### src/rtl/mm_tile_scheduler.sv
// mm_tile_scheduler
//   Sequences a tiled matrix multiply C = A[rows x K] * B[K x cols] over one
//   A-side and one B-side memory buffer. One job descriptor is accepted in
//   IDLE. Each A row-tile is issued once with repeats = col_tiles. All B
//   col-tiles are then issued once each, with repeats = 1, before the next
//   A tile is issued. job_done pulses once both buffers are ready again
//   after the last instruction.
//
// Ports
//   clk, reset_n                  clock, asynchronous active-low reset
//   job_valid / job_ready         job descriptor handshake (ready only in IDLE)
//   a_base_address, b_base_address tile-major bases, stride K*N
//   k_length, row_tiles, col_tiles job shape
//   a_instruction_* / b_instruction_* instruction handshakes + registered payloads
//   busy                          scheduler not idle
//   job_done                      one-cycle completion pulse
//   row_tile_index, col_tile_index current A / B tile
module mm_tile_scheduler #(
    parameter int N                    = 4,
    parameter int MEMORY_ADDRESS_BITS  = 64,
    parameter int MAX_MATRIX_LENGTH    = 4096,
    parameter int COUNTER_BITS         = $clog2(MAX_MATRIX_LENGTH + 1),
    parameter int REPEATS_COUNTER_BITS = $clog2((MAX_MATRIX_LENGTH / N) + 1)
) (
    input  logic                            clk,
    input  logic                            reset_n,
    input  logic                            job_valid,
    output logic                            job_ready,
    input  logic [MEMORY_ADDRESS_BITS-1:0]  a_base_address,
    input  logic [MEMORY_ADDRESS_BITS-1:0]  b_base_address,
    input  logic [COUNTER_BITS-1:0]         k_length,
    input  logic [REPEATS_COUNTER_BITS-1:0] row_tiles,
    input  logic [REPEATS_COUNTER_BITS-1:0] col_tiles,
    output logic                            a_instruction_valid,
    input  logic                            a_instruction_ready,
    output logic [MEMORY_ADDRESS_BITS-1:0]  a_address,
    output logic [COUNTER_BITS-1:0]         a_length,
    output logic [REPEATS_COUNTER_BITS-1:0] a_repeats,
    output logic                            b_instruction_valid,
    input  logic                            b_instruction_ready,
    output logic [MEMORY_ADDRESS_BITS-1:0]  b_address,
    output logic [COUNTER_BITS-1:0]         b_length,
    output logic [REPEATS_COUNTER_BITS-1:0] b_repeats,
    output logic                            busy,
    output logic                            job_done,
    output logic [REPEATS_COUNTER_BITS-1:0] row_tile_index,
    output logic [REPEATS_COUNTER_BITS-1:0] col_tile_index
);

    localparam int MAB = MEMORY_ADDRESS_BITS;
    localparam int CB  = COUNTER_BITS;
    localparam int RCB = REPEATS_COUNTER_BITS;
    localparam logic [MAB-1:0] N_ADDR = MAB'(N);

    typedef enum logic [2:0] {
        S_IDLE,
        S_ISSUE_A,
        S_ISSUE_B,
        S_DRAIN,
        S_DONE
    } state_t;

    state_t           state;
    logic [MAB-1:0]   stride_q;
    logic [MAB-1:0]   b_base_q;
    logic [RCB-1:0]   rows_q;
    logic [RCB-1:0]   cols_q;

    logic [MAB-1:0]   k_ext;
    logic             accept;
    logic             empty_job;
    logic             last_col;
    logic             last_row;

    assign k_ext     = MAB'(k_length);
    assign accept    = job_ready && job_valid;
    assign empty_job = (k_length == '0) || (row_tiles == '0) || (col_tiles == '0);
    assign last_col  = (col_tile_index == cols_q - RCB'(1));
    assign last_row  = (row_tile_index == rows_q - RCB'(1));

    // The payload registers a_address/b_address double as the running tile
    // pointers, so they are only advanced at a transfer and remain stable
    // while the buffers apply backpressure.
    always_ff @(posedge clk or negedge reset_n) begin
        if (!reset_n) begin
            state               <= S_IDLE;
            job_ready           <= 1'b0;
            busy                <= 1'b0;
            job_done            <= 1'b0;
            a_instruction_valid <= 1'b0;
            b_instruction_valid <= 1'b0;
            a_address           <= '0;
            a_length            <= '0;
            a_repeats           <= '0;
            b_address           <= '0;
            b_length            <= '0;
            b_repeats           <= '0;
            row_tile_index      <= '0;
            col_tile_index      <= '0;
            stride_q            <= '0;
            b_base_q            <= '0;
            rows_q              <= '0;
            cols_q              <= '0;
        end else begin
            case (state)
                S_IDLE: begin
                    if (accept) begin
                        job_ready      <= 1'b0;
                        busy           <= 1'b1;
                        stride_q       <= k_ext * N_ADDR;
                        b_base_q       <= b_base_address;
                        rows_q         <= row_tiles;
                        cols_q         <= col_tiles;
                        row_tile_index <= '0;
                        col_tile_index <= '0;
                        a_address      <= a_base_address;
                        a_length       <= k_length;
                        a_repeats      <= col_tiles;
                        b_address      <= b_base_address;
                        b_length       <= k_length;
                        b_repeats      <= RCB'(1);
                        if (empty_job) begin
                            job_done <= 1'b1;
                            state    <= S_DONE;
                        end else begin
                            a_instruction_valid <= 1'b1;
                            state               <= S_ISSUE_A;
                        end
                    end else begin
                        job_ready <= 1'b1;
                    end
                end

                S_ISSUE_A: begin
                    if (a_instruction_ready) begin
                        a_instruction_valid <= 1'b0;
                        b_instruction_valid <= 1'b1;
                        state               <= S_ISSUE_B;
                    end
                end

                S_ISSUE_B: begin
                    if (b_instruction_ready) begin
                        if (!last_col) begin
                            col_tile_index <= col_tile_index + RCB'(1);
                            b_address      <= b_address + stride_q;
                        end else if (!last_row) begin
                            col_tile_index      <= '0;
                            b_address           <= b_base_q;
                            row_tile_index      <= row_tile_index + RCB'(1);
                            a_address           <= a_address + stride_q;
                            b_instruction_valid <= 1'b0;
                            a_instruction_valid <= 1'b1;
                            state               <= S_ISSUE_A;
                        end else begin
                            b_instruction_valid <= 1'b0;
                            state               <= S_DRAIN;
                        end
                    end
                end

                S_DRAIN: begin
                    if (a_instruction_ready && b_instruction_ready) begin
                        job_done <= 1'b1;
                        state    <= S_DONE;
                    end
                end

                S_DONE: begin
                    job_done  <= 1'b0;
                    busy      <= 1'b0;
                    job_ready <= 1'b1;
                    state     <= S_IDLE;
                end

                default: begin
                    state <= S_IDLE;
                end
            endcase
        end
    end

endmodule

### config.mk
export PLATFORM = sky130hd
export DESIGN_NAME = mm_tile_scheduler
export DESIGN_NICKNAME = d
export VERILOG_FILES = /design/src/rtl/mm_tile_scheduler.sv
export SDC_FILE = /design/constraint.sdc
export NUM_CORES = 1
export LEC_CHECK = 0
export ABC_CLOCK_PERIOD_IN_PS = 4070
export BUFFER_PORTS_ARGS = -buffer_cell sky130_fd_sc_hd__buf_2
export CAP_MARGIN = 15
export CELL_PAD_IN_SITES_DETAIL_PLACEMENT = 1
export CELL_PAD_IN_SITES_GLOBAL_PLACEMENT = 2
export CORE_ASPECT_RATIO = 1.5
export CORE_MARGIN = 2
export CORE_UTILIZATION = 32
export DETAILED_ROUTE_END_ITERATION = 7
export GPL_TIMING_DRIVEN = 1
export MAX_ROUTING_LAYER = met4
export PLACE_DENSITY = 0.79
export SETUP_SLACK_MARGIN = 0.2
export SYNTH_ARGS = -nofsm -noshare
export SYNTH_HDL_FRONTEND = slang
export SYNTH_SLANG_ARGS = --single-unit
### constraint.sdc
create_clock -name clk -period 4.07 [get_ports clk]
set_clock_uncertainty 0.2 [all_clocks]
set_input_delay 1.221 -clock clk [delete_from_list [all_inputs] [get_ports clk]]
set_output_delay 1.221 -clock clk [all_outputs]
set_load 0.05 [all_outputs]
==> results.md <==
* Synth-to-layout area growth at 24.9%
* Post-route minimum period at 3.79 ns
* FF+latch area at 6460 sq um
* Setup TNS at 0 ns
* Slew @ Worst Pin at 0.771 ns
* Netlist cell types at 80
* Register bit total from synthesis at 258
* Yosys top cell by area: dfrtp_1
* Syn Area/Cell at a little over 8 sq um
* WL/cell at 22.2 um
* Post-synth ARST share at 100%
* Num ports at 371
* Cell count after synthesis at just under 2000
* Layout fillers at 5910
* Design area at 19700 sq um
* CTS tree: yes
* DP HPWL at ~47000 um
* Worst-Skew Late Latency at 0.60 ns
* Worst Hold Class: flop to flop
* 1st-pass router iterations at 4
* Ys flop type: dfrtp_1
* Synth Cell Area at 15800 sq um
* Hold-fix buffers, CTS at 0
* Layout net count at about 2500
* Final std cells w/o fill at between 2000 and 3000
* Status: finished clean
* DRT iter0 DRCs at between 800 and 900
* Core area at 48700 sq um
* CP Max Fanout at 30
* DRT antenna net count at 0
* Drt drc at 0
* CP endpoint kind: flop
* H-tree lvl count at 1
* GPL Wtd Cong at slightly below 0.9
* CTS sink count at ~260
* MaxCap Viol Count at 0
* Cell count after placement at 2884
* Fin Hold WS at between 0.2 and 0.3 ns
* Final setup vio count at 0
* Core Rows at about 100
* Routed wire length at ~66000 um
* Initial antenna violation count at 9
* Die Wd at 185 um
* Initial Util at roughly 32%
* Post-synth EDFFs at 0
* Worst rel slew slack at between 40% and 50%
* Clock tree root driver cell: clkbuf_16
* Multi-input gate area at slightly below 9000 sq um
* Clk buf depth at 3
* Yosys warning total at 0
* Sequential share of the synthesized area at around two fifths
* CTS clk-pin slew, worst paths at about 0.060 ns
* Global route overflow at 0
* Share of cells above drive strength 1 at approximately 23%
* Die Span Y at approximately 280 um
* Fmax at 264 MHz
* Via density at about 5.5
* Largest cells by area after synthesis: dfrtp_1, nand2_1, a21oi_1
* Worst vdd ir at approximately 0.51 mV
* Period utilization at between 90 and 100%
* Die footprint at approximately 51000 sq um
* Final Hold Viols at 0
* Largest net degree at the start of global routing at 99
* Total power at around 19 mW
* Setup repair after global routing missed its margin: true
* Crit path DAT at between 4 and 5 ns
* Leak at between 9 and 10 nW
* CTS Buf Count at 30
* Vias at 16400
* Area after DPL at about 19000 sq um
* PortBufs at 360
* Req. time, crit path at about 4.4 ns
* All-Layer GR Usage at ~26%
* First-pass GRT wire length at 100000 um
* Type of origin of the critical path: flop
* Critical setup path kind: flop to flop
* Max-slew violations at 0
* Cell Pwr Density at a little under 1000 nW/um^2
* Vias in the first global route at about 17000
* Share of the synthesized area in the top cell type at about two fifths
-- synthesized netlist by cell type, types with 14 or more instances --
library cell / instances
a21oi_1: 106
xor2_1: 17
nor4_1: 22
nor3_1: 39
and2_1: 17
nand3_1: 70
nand4_1: 34
ha_1: 30
a22o_1: 20
clkbuf_1: 84
a21o_1: 38
dfrtp_1: 258
a2bb2oi_1: 30
xnor2_1: 44
nand2_1: 479
buf_4: 24
nor2_1: 134
inv_1: 30
and3_1: 33
o22ai_1: 24
a31oi_1: 36
a211oi_1: 25
buf_2: 24
o31ai_1: 29
o21ai_0: 90
o22a_1: 14
-- stage by stage --
| stage | setup slack (ns) | utilization, % |
|---|---|---|
| after global placement | 0.212 | 38.1 |
| after floorplan | 0.202 | - |
| after detailed placement | 0.161 | 38.1 |
| final | 0.278 | 40.5 |
| after CTS | 0.204 | 40.2 |
| after global routing | 0.0484 | 40.5 |
-- where the power goes --
part	switching [mW]	internal [mW]
clock	1.20	1.70
combinational	7.73	3.34
sequential	1.43	3.73
total	10.4	8.77
-- timing repair --
item / in CTS / in global routing
setup buffers: 1 / 6
pin swaps: 2 / 4
setup endpoints to repair: 6 / 85
gates cloned: 0 / 2
gates resized for setup: 2 / 6
-- cells in the final DEF (no fill, tap or decap), types with 30 or more instances in the layout --
master	n
a31oi_1	36
and3_1	33
dfrtp_1	256
nor3_1	38
nand2_1	478
nand3_1	68
nand4_1	34
buf_4	54
ha_1	30
buf_2	359
clkbuf_16	32
a21o_1	38
nor2_1	131
inv_1	30
a2bb2oi_1	30
xnor2_1	44
a21oi_1	105
o21ai_0	89
-- critical path, cell delays in order (launching register included) --
cell and delay [ns]:
dfrtp_2 0.44, inv_1 0.08, ha_1 0.20, or3b_1 0.38
buf_4 0.16, xnor2_1 0.13, a32o_1 0.26, o31ai_2 0.24
buf_4 0.21, o21ai_4 0.10, buf_4 0.30, or4b_2 0.66
and3_1 0.19, o2bb2ai_1 0.14
-- final timing paths --
path,start,end,slack [ns],cells after the start
worst max-delay path,cols_q[0],b_address[23],0.28,13
worst min-delay path,a_address[1],a_address[1],0.27,2
worst max register to register,cols_q[0],b_address[23],0.28,13
worst min register to register,a_address[1],a_address[1],0.27,2
max in group asynchronous,reset_n,a_address[35],2.38,3
min in group asynchronous,reset_n,a_address[16],0.36,1
-- cell families (layout without fill, tap and decap cells) --
logic type	after synthesis	in the layout	share of synthesized area [%]
AND/OR/NAND/NOR	903	903	25.8
AO/OA/AOI/OAI	508	508	22.1
flip-flops	258	258	40.9
buffers and inverters	171	516	4.87
XOR/XNOR	61	61	3.38
adder cells (fa/ha/maj)	32	32	2.63
multiplexers	5	5	0.317
other	1	18	0.0237
-- sequential cells by signal, summed over array words and instances (netlist names), 3 cells and up --
name            count
stride_q           13
rows_q             11
state               3
b_base_q           64
row_tile_index     11
col_tile_index     11
b_address          64
a_address          64
cols_q             11
-- layer usage --
layer / GRT usage, % / up-vias / share of wire (%)
li1: - / 7585 / -
met1: 30.0 / 8262 / 41
met2: 44.4 / 409 / 50
met5: - / - / 0
met3: 3.04 / 115 / 4.3
met4: 10.3 / 0 / 4.3
-- final cells by class --
type | count | area share, %
Clock buffer | 41 | 4.27
Multi-Input combinational cell | 1519 | 44.3
Sequential cell | 258 | 32.7
Clock inverter | 15 | 0.970
Tap cell | 656 | 4.16
Timing Repair Buffer | 430 | 12.9
Antenna cell | 8 | 0.101
Inverter | 30 | 0.571
Power figures use the tool's default switching activity.
